--- config.mk ---
export PLATFORM = sky130hd
export DESIGN_NAME = cpu_step_ctrl
export DESIGN_NICKNAME = d
export VERILOG_FILES = /design/src/rtl/cpu_step_ctrl.sv
export SDC_FILE = /design/constraint.sdc
export NUM_CORES = 1
export LEC_CHECK = 0
export BUFFER_PORTS_ARGS = -buffer_cell sky130_fd_sc_hd__buf_2
export CORE_ASPECT_RATIO = 1.2
export CORE_MARGIN = 4
export CORE_UTILIZATION = 57
export DETAILED_ROUTE_END_ITERATION = 12
export PLACE_DENSITY_LB_ADDON = 0.2
export SLEW_MARGIN = 30
export SYNTH_ARGS = -nofsm -noshare
export SYNTH_HDL_FRONTEND = slang
export SYNTH_SLANG_ARGS = --single-unit
export TNS_END_PERCENT = 50
--- constraint.sdc ---
create_clock -name clk -period 1.9 [get_ports clk]
set_input_delay 0.38 -clock clk [delete_from_list [all_inputs] [get_ports clk]]
set_output_delay 0.38 -clock clk [all_outputs]
set_load 0.1 [all_outputs]
--- src/rtl/cpu_step_ctrl.sv ---
// cpu_step_ctrl: synchronised, debounced run/step front panel issuing the CPU advance strobe
module cpu_step_ctrl #(
    parameter int DEBOUNCE_CYCLES = 4,
    parameter int CNT_W = 20
) (
    input  logic        clk,
    input  logic        reset_cpu_n,
    input  logic        button,
    input  logic        start,
    input  logic        enable,
    output logic        cpu_step,
    output logic        running,
    output logic        btn_level,
    output logic [15:0] step_count
);
    typedef enum logic [2:0] {IDLE, WAIT, PULSE, RELEASE, RUN} state_t;
    state_t state, state_nx;
    logic [1:0] btn_q, start_q, en_q;
    logic [CNT_W-1:0] db_cnt;
    logic btn_s, start_s, en_s, db_done;
    assign btn_s   = btn_q[1];
    assign start_s = start_q[1];
    assign en_s    = en_q[1];
    assign db_done = btn_s != btn_level && db_cnt == CNT_W'(DEBOUNCE_CYCLES - 1);
    always_ff @(posedge clk or negedge reset_cpu_n) begin
        if (!reset_cpu_n) begin
            btn_q     <= '0;
            start_q   <= '0;
            en_q      <= '0;
            db_cnt    <= '0;
            btn_level <= 1'b0;
        end else begin
            btn_q     <= {btn_q[0], button};
            start_q   <= {start_q[0], start};
            en_q      <= {en_q[0], enable};
            db_cnt    <= (btn_s == btn_level || db_done) ? '0 : db_cnt + CNT_W'(1);
            btn_level <= db_done ? ~btn_level : btn_level;
        end
    end
    // Mode select outranks the button in WAIT; PULSE always completes
    always_comb begin
        state_nx = state;
        case (state)
            IDLE:    state_nx = start_s ? WAIT : IDLE;
            WAIT:    state_nx = !start_s ? IDLE : !en_s ? RUN : btn_level ? PULSE : WAIT;
            PULSE:   state_nx = RELEASE;
            RELEASE: state_nx = !start_s ? IDLE : !btn_level ? WAIT : RELEASE;
            RUN:     state_nx = !start_s ? IDLE : en_s ? RELEASE : RUN;
            default: state_nx = IDLE;
        endcase
    end
    always_ff @(posedge clk or negedge reset_cpu_n) begin
        if (!reset_cpu_n) begin
            state      <= IDLE;
            cpu_step   <= 1'b0;
            running    <= 1'b0;
            step_count <= '0;
        end else begin
            state      <= state_nx;
            cpu_step   <= state_nx == PULSE || state_nx == RUN;
            running    <= state_nx == RUN;
            step_count <= step_count + 16'(cpu_step);
        end
    end
endmodule
---- Word-level counts from Yosys, hierarchy flattened ----
Index checks and enable logic that the tools add are counted.
storage, ports and cells
  bits in registers ....................... 48
  logic and storage cells ................. 35
cells by class
  add/subtract/negate cells ............... 2
  equal/unequal tests ..................... 9
  multiplexer cells ....................... 10
  bitwise gates (word level) .............. 1
  reduce and logical (&&, ||, !) cells .... 4
operator list
  kind                     count
  $add A20 B1 Y20 const B  1
  $eq A20 B2 Y1 const B    1
  $mux W20                 1
  $add A16 B1 Y16          1
  $pmux W3 S5              1
  $mux W3                  4
  $eq A3 B2 Y1 const B     3
  $eq A3 B3 Y1 const B     2
  $mux W2                  3
  $eq A3 B1 Y1 const B     1
  $logic_not A3 Y1         1
  $logic_or A1 B1 Y1       2
  $eq A1 B1 Y1             1
  $logic_and A1 B1 Y1      1
  $mux W1                  1
  $ne A1 B1 Y1             1
  $not A1 Y1               1

---- Longest topological paths before layout ----
Gate-level depths: netlist (run 1).
  depth after elaboration ................. 6
  gate-level depth with buffers ........... 6

---- Least setup slack after synthesis (run 1) ----
Ideal clock, no wire load.
  kind .................................... register to register
  start point ............................. register step_count[0]
  end point ............................... register step_count[14]
  arrival time ............................ 2126 ps
  setup slack ............................. -388 ps
  stages on the path, launching flop included .. 6
  period minus slack after synthesis ...... 2288 ps
  cells stage by stage .................... dfrtp_1 > ha_1 > ha_1 > nand3_1 > nor4b_1 > xor2_1
between the ends
  longest elaborated chain between the ends .. 1
ends and longest elaborated chain
  item                    line  text
  start, declared         14    output logic [15:0] step_count
  start signal, assigned  62    step_count <= step_count + 16'(cpu_step);
  $add A16 B1 Y16         62
No other way between the ends.
A chain may end at the register's enable or synchronous reset.

---- Worst setup path after layout (run 1) ----
  start point ............................. register cpu_step
  end point ............................... register step_count[14]
between the ends
  longest elaborated chain between the ends .. 1
ends and longest elaborated chain
  item                    line  text
  start, declared         11    output logic cpu_step,
  start signal, assigned  55    cpu_step <= 1'b0;
  start signal, assigned  60    cpu_step <= state_nx == PULSE || state_nx == RUN;
  $add A16 B1 Y16         62
No other way between the ends.

==> results of run 1 <==
-- state kept, by name, summed over array words and instances, names as in the netlist --
| name | count |
|---|---|
| en_q | 2 |
| step_count | 16 |
| start_q | 2 |
| running | 1 |
| btn_q | 2 |
| db_cnt | 20 |
| cpu_step | 1 |
| btn_level | 1 |
| state | 3 |
-- kinds of logic after synthesis --
logic type	after synthesis	share of synthesized area
muxes	1	0.00530
and+or+nand+nor	81	0.217
AOI/OAI and AO/OA	18	0.0519
xor gates and xnor gates	29	0.120
buffers and inverters	8	0.0230
adders and majority gates	3	0.0177
DFF	48	0.566
-- metrics by stage --
stage                     total power [mW]  setup slack (ps)  std cells  utilization  instance area [sq um]
final                                 2.86               191        258        0.663                   2390
after global routing                  3.04              28.1        258        0.663                   2390
after CTS                             2.90               176        258        0.663                   2390
after detailed placement              2.32               188        250        0.640                   2310
after global placement                2.28               251        250        0.640                   2310
after floorplan                       2.12              28.0        188            -                   2140
-- metal layers --
layer,vias up,routed length (microns)
met4,0,85
met5,-,0
met2,39,1960
met1,713,1500
met3,10,192
li1,714,-
-- final timing paths --
path	from	to	slack, ps
min	reset_cpu_n	step_count[6]$_DFF_PN0_	90
min in group clk	button	btn_q[0]$_DFF_PN0_	180
min reg2reg	btn_q[0]$_DFF_PN0_	btn_q[1]$_DFF_PN0_	350
max reg2reg	cpu_step$_DFF_PN0_	step_count[14]$_DFF_PN0_	190
max in group asynchronous	reset_cpu_n	start_q[1]$_DFF_PN0_	1200
max	cpu_step$_DFF_PN0_	step_count[14]$_DFF_PN0_	190
-- placed cells by master (no fill, tap or decap), types with 2 or more instances in the layout --
master / instances
a21o_1: 2
a21oi_1: 6
a22o_1: 2
and3_1: 2
and4_1: 3
buf_2: 23
buf_4: 5
clkbuf_1: 2
clkbuf_8: 5
dfrtp_1: 36
dfrtp_2: 10
dfrtp_4: 2
ha_1: 3
inv_1: 3
nand2_1: 8
nand2b_1: 2
nand3_1: 13
nand4_1: 8
nor2_1: 23
nor2b_1: 2
nor3_1: 2
nor4_1: 5
o21ai_0: 4
o31ai_1: 3
or3_1: 2
or4_1: 3
xnor2_1: 9
xor2_1: 20
-- worst max-delay path, cell delays in order (launching register included) --
cell and delay, ps:
dfrtp_4 410, ha_1 210, ha_1 220, nand3_1 190, nor4b_1 430, xor2_1 180
-- power groups by stage --
stage	Sequential [mW]	Clock (mW)	Combinational, mW
global placement	1.30	0	0.975
floorplan	1.84	0	0.278
global route	1.32	0.641	1.07
finish	1.30	0.574	0.991
detailed placement	1.32	0	1.00
CTS	1.30	0.598	1.00
-- layout make-up --
cell class	instances	area share
clock buffer	7	0.0320
clock inverter	1	0.00210
inverter	3	0.00471
multi-input combinational	132	0.366
sequential	48	0.511
tap	39	0.0204
timing repair buffer	28	0.0639
==> results.md, run 1 <==
* Final critical-path required period at 1710 ps
* Share of Yosys cell area claimed by the top area cell type at 0.566
* Final hold slack at 93.8 ps
* Slew Limit Fails at 0
* Largest net degree at the start of global routing at 30
* Vias per cell at 5.72
* Arrival time worst endpoint at 1940 ps
* Syn Area/Cell at 11.3 sq um
* Unrepaired setup endpoints after global routing: false
* Post-Syn Area at 2120 sq um
* Clock Root Buffer: clkbuf_8
* Max Freq at 585 MHz
* Max H-tree Level at 2
* Startpoint class of the critical path: register
* DPL Wire Length at 2710 microns
* Post-synth ARST share at 1.00
* Area Growth Syn to Fin at 12.5%
* CTS Buffer Depth at 2
* Layout cells sized above 1 at 0.233
* Met3 Track Usage GR at 0.0507
* CTS tree: yes
* FF/Latch Area at 1220 sq um
* Diode count at 0
* Num CTS Buffers at 5
* Initial antenna violation count at 0
* M1 GR Usage at 0.209
* P_sw at 1.23 mW
* WS Path Type: reg -> reg
* Io pins at 24
* Pwr dens at 1200 nW/um^2
* Die Height at 74.9 microns
* IO Port Bufs at 23
* Flop pwr share at 0.453
* Routability Congestion at 0.766
* Hold_buf cts at 0
* Drt wl/cell at 14.5 microns
* # rows at 24
* Post-synth cell types at 35
* Clock share of power at 0.200
* Reg clk slew, reported paths at 90 ps
* Final Hold Viols at 0
* Met2 Use GR at 0.332
* Number of global-route vias before repair at 1,508
* Post-CTS Setup Inserts at 0
* Max-cap violations at 0
* Worst Tran Pin Value at 640 ps
* Yosys Warn Count at 0
* Post-synth top cells: dfrtp_1, nor2_1, xor2_1, nand3_1, xnor2_1
* Area leader, netlist: dfrtp_1
* Max VDD drop at 597 uV
* Internal at 1.63 mW
* CP required at 2130 ps
* CTS resizes at 0
* Fin Clk Skew at 9.29 ps
* HP Class: in -> async
* Crit. End Element: register
* Floorplan core area at 3600 sq um
* Fillers at 278
* Synth area leaders: dfrtp_1, xor2_1, nor2_1
* Congestion Overflow GR at 0
* Starting Density at 0.589
* Final setup TNS at 0 ps
* Top-count cell post-synth: dfrtp_1
* Critical path fanouts, max at 5
* Routed WL at 3740 microns
* Layout Nets at 226
* GRT Util Overall at 0.186
* Sequential share of the synthesized area at 0.566
* Skew-Pair Late Insertion Delay at 300 ps
* Post-synth EDFFs at 0
* Syn Nets at 196
* Path depth of the worst reg2reg path at 5
* DIE AREA at 4770 sq um
* Synth Flop Type: dfrtp_1
* Worst rel slew slack at 0.573
* DIE WIDTH at 63.7 microns
* # setup viols final at 0
* Yosys reg bits at 48
* Antenna viol nets, final at 0
* Period utilization at 0.900
* First-pass GRT wire length at 6740 microns
* Cell count after synthesis at 188
* DR pass1 iterations at 4
* Most Crowded Layer GR: met2
* Logic pwr share at 0.346
* Remaining DRCs at 0
* Sink Count at 48
* Pleak at 1.13 nW
* Outcome: complete, no violations
* Net Sw Frac at 0.431
* Multi-input logic area at 873 sq um
* Vias at 1,476
* DRT iter0 DRCs at 69
(Power assumes the default switching activity.)
==> run 2, diff against run 1 <==
==> constraint.sdc (replaced) <==
create_clock -name clk -period 1.9 [get_ports clk]
set_input_delay 0 -clock clk [delete_from_list [all_inputs] [get_ports clk]]
set_output_delay 0 -clock clk [all_outputs]
set_load 0.1 [all_outputs]
==> results.md, run 2 (synthesized netlist as in run 1, its figures left out) <==
* Vias at 1,513 (+2.5%)
* Internal at 1.90 mW (+17%)
* Max H-tree Level at 2 (unchanged)
* Flop pwr share at 0.414 (-0.039)
* Starting Density at 0.589 (unchanged)
* Final Hold Viols at 0 (unchanged)
* Largest net degree at the start of global routing at 28 (-6.7%)
* Critical path fanouts, max at 7 (+2)
* DIE WIDTH at 63.7 microns (unchanged)
* Most common cell after layout, fill and taps aside: dfrtp_1
* Max-cap violations at 0 (unchanged)
* Num CTS Buffers at 5 (unchanged)
* CTS tree: yes
* Worst Tran Pin Value at 498 ps (-142 ps)
* Vias per cell at 5.77 (+0.94%)
* Fin Clk Skew at 8.62 ps (-0.668 ps)
* Number of global-route vias before repair at 1,495 (-0.86%)
* Net Sw Frac at 0.396 (-0.0343)
* First-pass GRT wire length at 6320 microns (-6.2%)
* GRT Util Overall at 0.168 (-0.0176)
* Max VDD drop at 777 uV (+30%)
* Unrepaired setup endpoints after global routing: false
* CP required at 2120 ps (about the same)
* Path depth of the worst reg2reg path at 4 (-1)
* HP Class: in -> async
* Io pins at 24 (unchanged)
* Worst rel slew slack at 0.668 (+0.0947)
* Largest regs: db_cnt x20, step_count x16, state x3
* Clock Root Buffer: clkbuf_8
* Post-layout instance area at 2480 sq um (+3.8%)
* Die Height at 74.9 microns (unchanged)
* Drt wl/cell at 14.5 microns (about the same)
* DPL Wire Length at 2720 microns (+0.27%)
* Clock share of power at 0.270 (+0.070)
* Diode count at 0 (unchanged)
* Layout cells sized above 1 at 0.233 (+0.000307)
* Pwr dens at 1270 nW/um^2 (+5.8%)
* Remaining DRCs at 0 (unchanged)
* # rows at 24 (unchanged)
* IO Port Bufs at 23 (unchanged)
* Final critical-path required period at 1730 ps (+18.0 ps)
* Initial antenna violation count at 0 (unchanged)
* Outcome: complete, no violations
* Reg clk slew, reported paths at 90 ps (about the same)
* Sink Count at 48 (unchanged)
* DRT iter0 DRCs at 88 (+28%)
* Final setup TNS at 0 ps (unchanged)
* WS Path Type: reg -> reg
* Most frequent cells in the layout: dfrtp_1, nor2_1, buf_2
* DIE AREA at 4770 sq um (unchanged)
* # setup viols final at 0 (unchanged)
* Period utilization at 0.909 (+0.00948)
* Worst path cell trace: and4_1 -> nand3_4 -> or4_1 -> a21oi_1
* Routed WL at 3800 microns (+1.5%)
* Skew-Pair Late Insertion Delay at 300 ps (about the same)
* Setup WS pre-CTS at 154 ps (-33.4 ps)
* P_sw at 1.25 mW (+1.1%)
* Area Growth Syn to Fin at 16.8%
* Number of flip-flops in the largest register at 20 (unchanged)
* Logic pwr share at 0.317 (-0.029)
* CTS resizes at 0 (unchanged)
* Layout Nets at 230 (+1.8%)
* Register-to-Register Setup Slack at 170 ps (-20 ps)
* Crit. End Element: register
* Area after DPL at 2310 sq um (unchanged)
* Slew Limit Fails at 0 (unchanged)
* Antenna viol nets, final at 0 (unchanged)
* DR pass1 iterations at 4 (unchanged)
* Final worst setup slack at 173 ps (-18.0 ps)
* Register with the most flip-flops: db_cnt
* Routability Congestion at 0.761 (-0.63%)
* Max stage delay on crit path at 480 ps (+50 ps)
* Pleak at 1.17 nW (+3.6%)
* CTS Buffer Depth at 2 (unchanged)
* Max Freq at 579 MHz (-1.0%)
* Arrival time worst endpoint at 1950 ps (about the same)
* Startpoint class of the critical path: register
* Floorplan core area at 3600 sq um (unchanged)
* Congestion Overflow GR at 0 (unchanged)
* Crit-path slowest cell: or4_1
run 2: cell count changes in the layout (fill, tap and decap cells not counted):
cell / previous run / this run
clkbuf_1: 2 / 1
dlygate4sd3_1: 0 / 4
bufinv_16: 0 / 2
clkinv_2: 1 / 0
run 2: through the flow:
| stage | utilization | instances | hold slack (ps) | power (mW) |
|---|---|---|---|---|
| 2_1_floorplan | - | 188 | -296 | 2.12 |
| 3_3_place_gp | 0.640 | 250 | -23.1 | 2.28 |
| 3_5_place_dp | 0.640 | 250 | -8.70 | 2.32 |
| 4_1_cts | 0.688 | 262 | 216 | 3.17 |
| 5_1_grt | 0.688 | 262 | 232 | 3.31 |
| 6_report | 0.688 | 262 | 197 | 3.15 |
run 2: power groups by stage:
stage | combinational, mW | clock [mW] | sequential, mW
after detailed placement | 0.997 | 0 | 1.32
after CTS | 1.01 | 0.866 | 1.30
after global routing | 1.06 | 0.915 | 1.33
final | 0.997 | 0.849 | 1.30
after floorplan | 0.278 | 0 | 1.84
after global placement | 0.976 | 0 | 1.31
run 2: final cells by class:
type	instances	area, sq um
clock buffer	6	72.6
clock inverter	2	60.1
fill	272	1120
inverter	3	11.3
multi-input combinational	132	873
sequential	48	1220
tap	39	48.8
timing repair buffer	32	193
run 2: path summary, 6_finish.rpt:
path,start,to
max,db_cnt[5]$_DFF_PN0_,db_cnt[19]$_DFF_PN0_
min,reset_cpu_n,step_count[0]$_DFF_PN0_
max reg2reg,db_cnt[5]$_DFF_PN0_,db_cnt[19]$_DFF_PN0_
min reg2reg,start_q[0]$_DFF_PN0_,start_q[1]$_DFF_PN0_
max in group asynchronous,reset_cpu_n,step_count[1]$_DFF_PN0_
min in group clk,button,btn_q[0]$_DFF_PN0_
run 2: layer usage:
layer  wire length, microns  global-route usage
met2                   2000               0.324
met4                     44              0.0624
met1                   1580               0.179
met3                    181              0.0418
met5                      0                   0
run 2: timing repair:
item,CTS,global route
hold buffers,4,0
endpoints found under the hold margin,24,0
buffers inserted,0,0
run 2: critical path: cells and delay by family, from the launching register on:
family          cells  cell delay [ps]
simple gates        3             1040
flops               1              440
compound gates      1              180
